### src/rtl/cacheline_adaptor.sv
// Cache line <-> burst memory adaptor.
// A read collects BEATS memory beats into one line for the data array fill.
// A write-back splits a victim line into BEATS beats, lowest beat first.
// Only one transaction is in flight at a time.
module cacheline_adaptor #(
  parameter int LINE_W  = 256,
  parameter int BURST_W = 64,
  parameter int ADDR_W  = 32
) (
  input  logic               clk,
  input  logic               rst,
  input  logic [ADDR_W-1:0]  address_i,
  input  logic               read_i,
  input  logic               write_i,
  input  logic [LINE_W-1:0]  line_i,
  output logic [LINE_W-1:0]  line_o,
  output logic               resp_o,
  output logic [ADDR_W-1:0]  address_o,
  output logic               read_o,
  output logic               write_o,
  output logic [BURST_W-1:0] burst_o,
  input  logic [BURST_W-1:0] burst_i,
  input  logic               resp_i
);

  localparam int BEATS = LINE_W / BURST_W;
  localparam int CNT_W = $clog2(BEATS);
  localparam int OFF_W = $clog2(LINE_W / 8);
  localparam logic [CNT_W-1:0] LAST_BEAT = CNT_W'(BEATS - 1);

  typedef enum logic [1:0] {IDLE, RD, WR, DONE} state_t;

  state_t              r_state;
  state_t              w_state_nxt;
  logic [CNT_W-1:0]    r_count;
  logic [LINE_W-1:0]   r_buf;
  logic [LINE_W-1:0]   r_line;
  logic [ADDR_W-1:0]   r_addr;
  logic [LINE_W-1:0]   w_fill;
  logic [BURST_W-1:0]  w_beat;
  logic [ADDR_W-1:0]   w_addr_aligned;
  logic                w_last;

  // Memory always sees whole-line addresses: the byte offset is dropped.
  assign w_addr_aligned = {address_i[ADDR_W-1:OFF_W], {OFF_W{1'b0}}};
  assign w_last         = resp_i && (r_count == LAST_BEAT);

  assign read_o    = (r_state == RD);
  assign write_o   = (r_state == WR);
  assign resp_o    = (r_state == DONE);
  assign address_o = r_addr;
  assign line_o    = r_line;
  assign burst_o   = w_beat;

  // State register.
  always_ff @(posedge clk or negedge rst) begin
    if (!rst) begin
      r_state <= IDLE;
    end else begin
      r_state <= w_state_nxt;
    end
  end

  // Next-state logic; request inputs only matter in IDLE, read wins over write.
  always_comb begin
    w_state_nxt = r_state;
    case (r_state)
      IDLE: begin
        if (read_i) begin
          w_state_nxt = RD;
        end else if (write_i) begin
          w_state_nxt = WR;
        end
      end
      RD:      if (w_last) w_state_nxt = DONE;
      WR:      if (w_last) w_state_nxt = DONE;
      DONE:    w_state_nxt = IDLE;
      default: w_state_nxt = IDLE;
    endcase
  end

  // Beat select for write data and beat insertion for read fill, both indexed by r_count.
  always_comb begin
    w_beat = '0;
    w_fill = r_buf;
    for (int b = 0; b < BEATS; b++) begin
      if (r_count == CNT_W'(b)) begin
        w_beat                       = r_buf[b*BURST_W +: BURST_W];
        w_fill[b*BURST_W +: BURST_W] = burst_i;
      end
    end
  end

  // Datapath: address/line capture at accept, beat counting, fill line publication.
  always_ff @(posedge clk or negedge rst) begin
    if (!rst) begin
      r_count <= '0;
      r_buf   <= '0;
      r_line  <= '0;
      r_addr  <= '0;
    end else begin
      case (r_state)
        IDLE: begin
          if (read_i) begin
            r_addr  <= w_addr_aligned;
            r_count <= '0;
          end else if (write_i) begin
            r_addr  <= w_addr_aligned;
            r_buf   <= line_i;
            r_count <= '0;
          end
        end
        RD: begin
          if (resp_i) begin
            r_buf   <= w_fill;
            r_count <= r_count + 1'b1;
            // Publish the line together with its final beat so it is valid during DONE.
            if (w_last) r_line <= w_fill;
          end
        end
        WR: begin
          if (resp_i) r_count <= r_count + 1'b1;
        end
        default: ;
      endcase
    end
  end

endmodule

### config.mk
export PLATFORM = sky130hd
export DESIGN_NAME = cacheline_adaptor
export DESIGN_NICKNAME = d
export VERILOG_FILES = /design/src/rtl/cacheline_adaptor.sv
export SDC_FILE = /design/constraint.sdc
export NUM_CORES = 1
export LEC_CHECK = 0
export BUFFER_PORTS_ARGS = -buffer_cell sky130_fd_sc_hd__buf_2
export CAP_MARGIN = 0
export CORE_ASPECT_RATIO = 0.7
export CORE_MARGIN = 5
export CORE_UTILIZATION = 30
export CTS_CLUSTER_DIAMETER = 150
export DETAILED_ROUTE_END_ITERATION = 8
export PLACE_DENSITY = 0.61
export SKIP_CTS_REPAIR_TIMING = 1
export SYNTH_ARGS = -nofsm -noshare
export SYNTH_HDL_FRONTEND = slang
export SYNTH_SLANG_ARGS = --single-unit
### constraint.sdc
create_clock -name clk -period 4.1 [get_ports clk]
set_input_delay 0.205 -clock clk [delete_from_list [all_inputs] [get_ports clk]]
set_output_delay 0.205 -clock clk [all_outputs]
set_load 0.02 [all_outputs]
# Word-level counts from Yosys, hierarchy flattened
# Index checks and enable logic that the tools add are counted.
# word_totals
regBits,548
input_bits,357
out_inout_bits,355
wordCells,52
# op_classes
addsub,1
n_eq_ne,12
n_mux,22
n_reduce_logical,12
# ops
operator,count
256-bit two-way mux,3
64-bit two-way mux,8
256-bit one-hot mux with 2 select lines,1
32-bit two-way mux,2
2-bit two-way mux,6
2-bit equality test (second input constant),4
2-bit by 1-bit != test with 1-bit output (second input constant),3
2-bit one-hot mux with 3 select lines,1
3-bit AND reduction,2
2-bit nonzero test,3
2-bit by 1-bit equality test with 1-bit output (second input constant),2
2-bit logical NOT,2
2-bit != test (second input constant),2
2-bit one-hot mux with 2 select lines,1
2-bit AND reduction,2
4-bit AND reduction,1
3-bit != test (second input constant),1
2-bit by 1-bit adder with 2-bit output (second input constant),1
2-bit OR reduction,1
1-bit logical AND,1

# Logic depth before layout (Yosys ltp)
# depth
ltp_word,5
ltp_mapped,9
mapped_depth_nobuf,5

# Least setup slack after synthesis
# No wires, ideal clock.
# synth_path
kind,reg-to-output
start,register r_count[1]
end,output port burst_o[59]
t_arrival_ns,2.154
setup_slack_ns,1.741
stages_incl_launch_ff,8
path_cell_list,dfrtp_1 -> inv_1 -> ha_1 -> clkbuf_1 -> clkbuf_1 -> buf_1 -> a221oi_1 -> o31ai_1
# synth_via
elab_chain_cells,5
elab_cells_between_ends,8
# synth_rtl
item,line_no,rtl
"start, declared",35,logic [CNT_W-1:0] r_count;
"start signal, assigned",116,r_count <= r_count + 1'b1;
"start signal, assigned",122,if (resp_i) r_count <= r_count + 1'b1;
2-bit logical NOT,87,if (r_count == CNT_W'(b)) begin
64-bit two-way mux (3 in series),87,
64-bit two-way mux *,87,
"end, declared",21,"output logic [BURST_W-1:0] burst_o,"
# Mark *: on every way between the ends. The rest lies on a longest branch, timed or not.

# Final worst setup path
# layout_path
start,register r_count[0]
end,output port burst_o[60]
# The elaborated chain is that of the path after synthesis.

==> results.md <==
- Status: finished, final reports clean
- Final Skew: between 0.015 and 0.02 ns
- Via Count: 30200
- CTS Buf Count: slightly below 60
- CTS tree: yes
- Compound-gate portion of the synthesized area: between 20% and 30%
- I/O pin count: around 710
- Rows: between 90 and 100
- Initial antenna violation count: 8
- Die H: about 280 µm
- Leak pwr: between 0.015 and 0.02 µW
- 1st-pass router iterations: 7
- Yosys reg bits: between 500 and 600
- DP HPWL: slightly below 80000 µm
- CP Data Required Time: between 3 and 4 ns
- Number of port buffers: 701
- Final hold violations: 0
- CTS sink count: approximately 540
- CP Capture Type: output pin
- Worst Path Arrival: ~3.4 ns
- Post-DRT Antenna Nets: 0
- Power Total: around 34000 µW
- DRC viols: 0
- Count of different cell masters after synthesis: 35
- Layout cells sized above 1: 23.3%
- YS warnings: 0
- Die Wd: 390 µm
- Peak supply drop: 0.792 mV
- Yosys top cell by area: dfrtp_1
- HP Class: input pin to flip-flop
- Max frequency: about 280 MHz
- Slew Limit Fails: 0
- Synth top cells by count: dfrtp_1 (543), nand2_1 (387), clkbuf_1 (363)
- Post-synthesis mux area share: under 10%
- Seq/Total Area, Yosys: 44.7%
- Launch point of the worst path: r_count[0]
- Placed Area: approximately 35000 µm²
- Post-route minimum period: 3.56 ns
- Simple-Gate Fraction of Synth Area: a little under a fifth
- DR iter-0 viols: 2904
- First-pass GRT wire length: ~180000 µm
- Crit start category: flip-flop
- Slew of the pin with the lowest slew margin: 1.14 ns
- RSZ-0062 raised after global routing: false
- EDFF count, synth: 0
- Starting Density: a little under a third
- Worst relative slew slack: 24.0%
- Ys async rst share: between 90% and 100%
- HP Start: burst_i[28]
- Top-count cell post-synth: dfrtp_1
- Post-Layout Inst Area: about 40000 µm²
- Cell chosen for the clock root: clkbuf_16
- Die area: around 110000 µm²
- GP Congestion: between 0.8 and 0.9
- Clk_lat worst skew: 0.63 ns
- Mapped Avg Cell Area: between 9 and 10 µm²
- Largest cells by area after synthesis: dfrtp_1 (45%), a221o_1 (8.4%), o41ai_1 (7.4%), mux2i_1 (6.4%), nand3b_1 (6.3%)
- Synth Area in Adders: 0.371%
- Overflow after GRT: 0
- Synth Flop Type: dfrtp_1
- Via/cell ratio: 5.76
- GRT Util Overall: 21.3%
- Pwr dens: roughly 850 nW/µm²
- Nets: between 4000 and 5000
- Share of the synthesized area in the top cell type: about 45%
- Vias in the first global route: 27100
- Crit-path max FO: 25
- Max Cap Violations: 0
- Area Overhead vs Synth: 32.0%
- Clk slew on worst S/H paths: about 0.070 ns
- Filler cell count: around 10000
- Avg WL per Cell: 23.6 µm
- Worst r2r src: r_state[0]
- Core Footprint: 100000 µm²
- Final setup fails: 0
- CTS HTree Levels: 2
- Final period utilization: between 80% and 90%
- Syn Inst Count: about 3100
- Clock buffer depth: 3
- Routed WL: approximately 120000 µm
- Post-synthesis xor/xnor area fraction: 0%
- Mapped cell area: a little over 30000 µm²
- Setup CP Type: flip-flop to output pin
- Largest net degree at the start of global routing: approximately 160
- Setup TNS: 0 ns
- Largest family of logic cells by synthesized area: compound AO/OA/AOI/OAI gates
stage by stage:
| stage | utilization, % | hold slack (ns) | worst slack, ns | cells |
|---|---|---|---|---|
| 3_5_place_dp | 34.5 | 0.261 | 1.09 | 4773 |
| 4_1_cts | 36.5 | -0.448 | 0.385 | 4884 |
| 5_1_grt | 40.0 | 0.0187 | 0.276 | 5235 |
| 6_report | 40.0 | 0.0306 | 0.544 | 5238 |
| 2_1_floorplan | - | -0.0906 | 1.74 | 3135 |
| 3_3_place_gp | 34.5 | 0.255 | 1.10 | 4773 |
flip-flops by register name, indices dropped and copies added, names as in the netlist:
register / flops
r_buf: 256
r_count: 2
line_o: 256
r_state: 2
address_o: 27
cell usage in the layout, fill, tap and decap left out, drive strengths merged, types with 5 or more instances in the layout:
master / Yosys / final
conb: 1 / 5
o21ai: 196 / 196
clkinv: 0 / 18
diode: 0 / 9
ha: 9 / 9
nand2: 387 / 387
a221oi: 63 / 63
clkbuf: 363 / 82
nand4: 63 / 63
nor2b: 67 / 67
nand3b: 254 / 254
mux2: 30 / 30
a221o: 255 / 255
mux2i: 194 / 194
nand3: 256 / 256
dfrtp: 543 / 543
inv: 11 / 12
bufinv: 0 / 8
dlygate4sd3: 0 / 345
o31ai: 63 / 63
o41ai: 256 / 256
buf: 100 / 765
critical path, cell delays in order (launching register included):
cell,delay [ns]
dfrtp_1,0.47
inv_1,0.23
ha_4,0.44
nor2b_4,0.47
buf_12,0.26
a221oi_1,0.12
o31ai_1,0.39
buf_2,0.28
layer usage:
metal	part of all wire, %	vias to the layer above	wire length (µm)	global-route usage [%]
li1	-	13400	-	-
met1	44	15100	54200	30.6
met2	45	1461	55800	31.6
met3	8.8	193	10800	5.62
met4	2.3	2	2840	5.80
met5	0.011	-	13	0
cells by family (layout without fill, tap and decap cells):
logic type | count (synthesis) | after routing
simple gates | 1038 | 1038
mux | 224 | 224
fa+ha+maj | 9 | 9
compound gates | 842 | 842
buf+inv | 474 | 1232
other cells | 1 | 14
flops | 543 | 543
where the power goes:
group / leakage (µW) / internal [µW] / switching [µW]
Combinational: 0.00943 / 6900 / 11700
Clock: 0.00101 / 3360 / 2410
Sequential: 0.00686 / 7890 / 2080
final timing paths:
kind / endpoint / slack, ns / depth (start not counted)
min: line_o[220] / 0.03 / 3
max in group asynchronous: r_buf[22] / 2.81 / 3
min reg2reg: line_o[230] / 0.46 / 2
min in group asynchronous: r_buf[65] / 0.16 / 2
max reg2reg: r_buf[54] / 1.11 / 6
max: burst_o[60] / 0.54 / 7
cell type report:
class | instances | area [µm²] | share of cell area, %
well taps | 1336 | 1670 | 4.17
clock inverters | 29 | 354 | 0.883
inverters | 11 | 41.3 | 0.103
flip-flops and latches | 543 | 13600 | 33.9
clock buffers | 82 | 1690 | 4.20
repair buffers | 1110 | 7830 | 19.5
multi-input cells | 2118 | 14900 | 37.2
diodes | 9 | 22.5 | 0.0562
No activity file was read; power rests on OpenSTA's default activity.
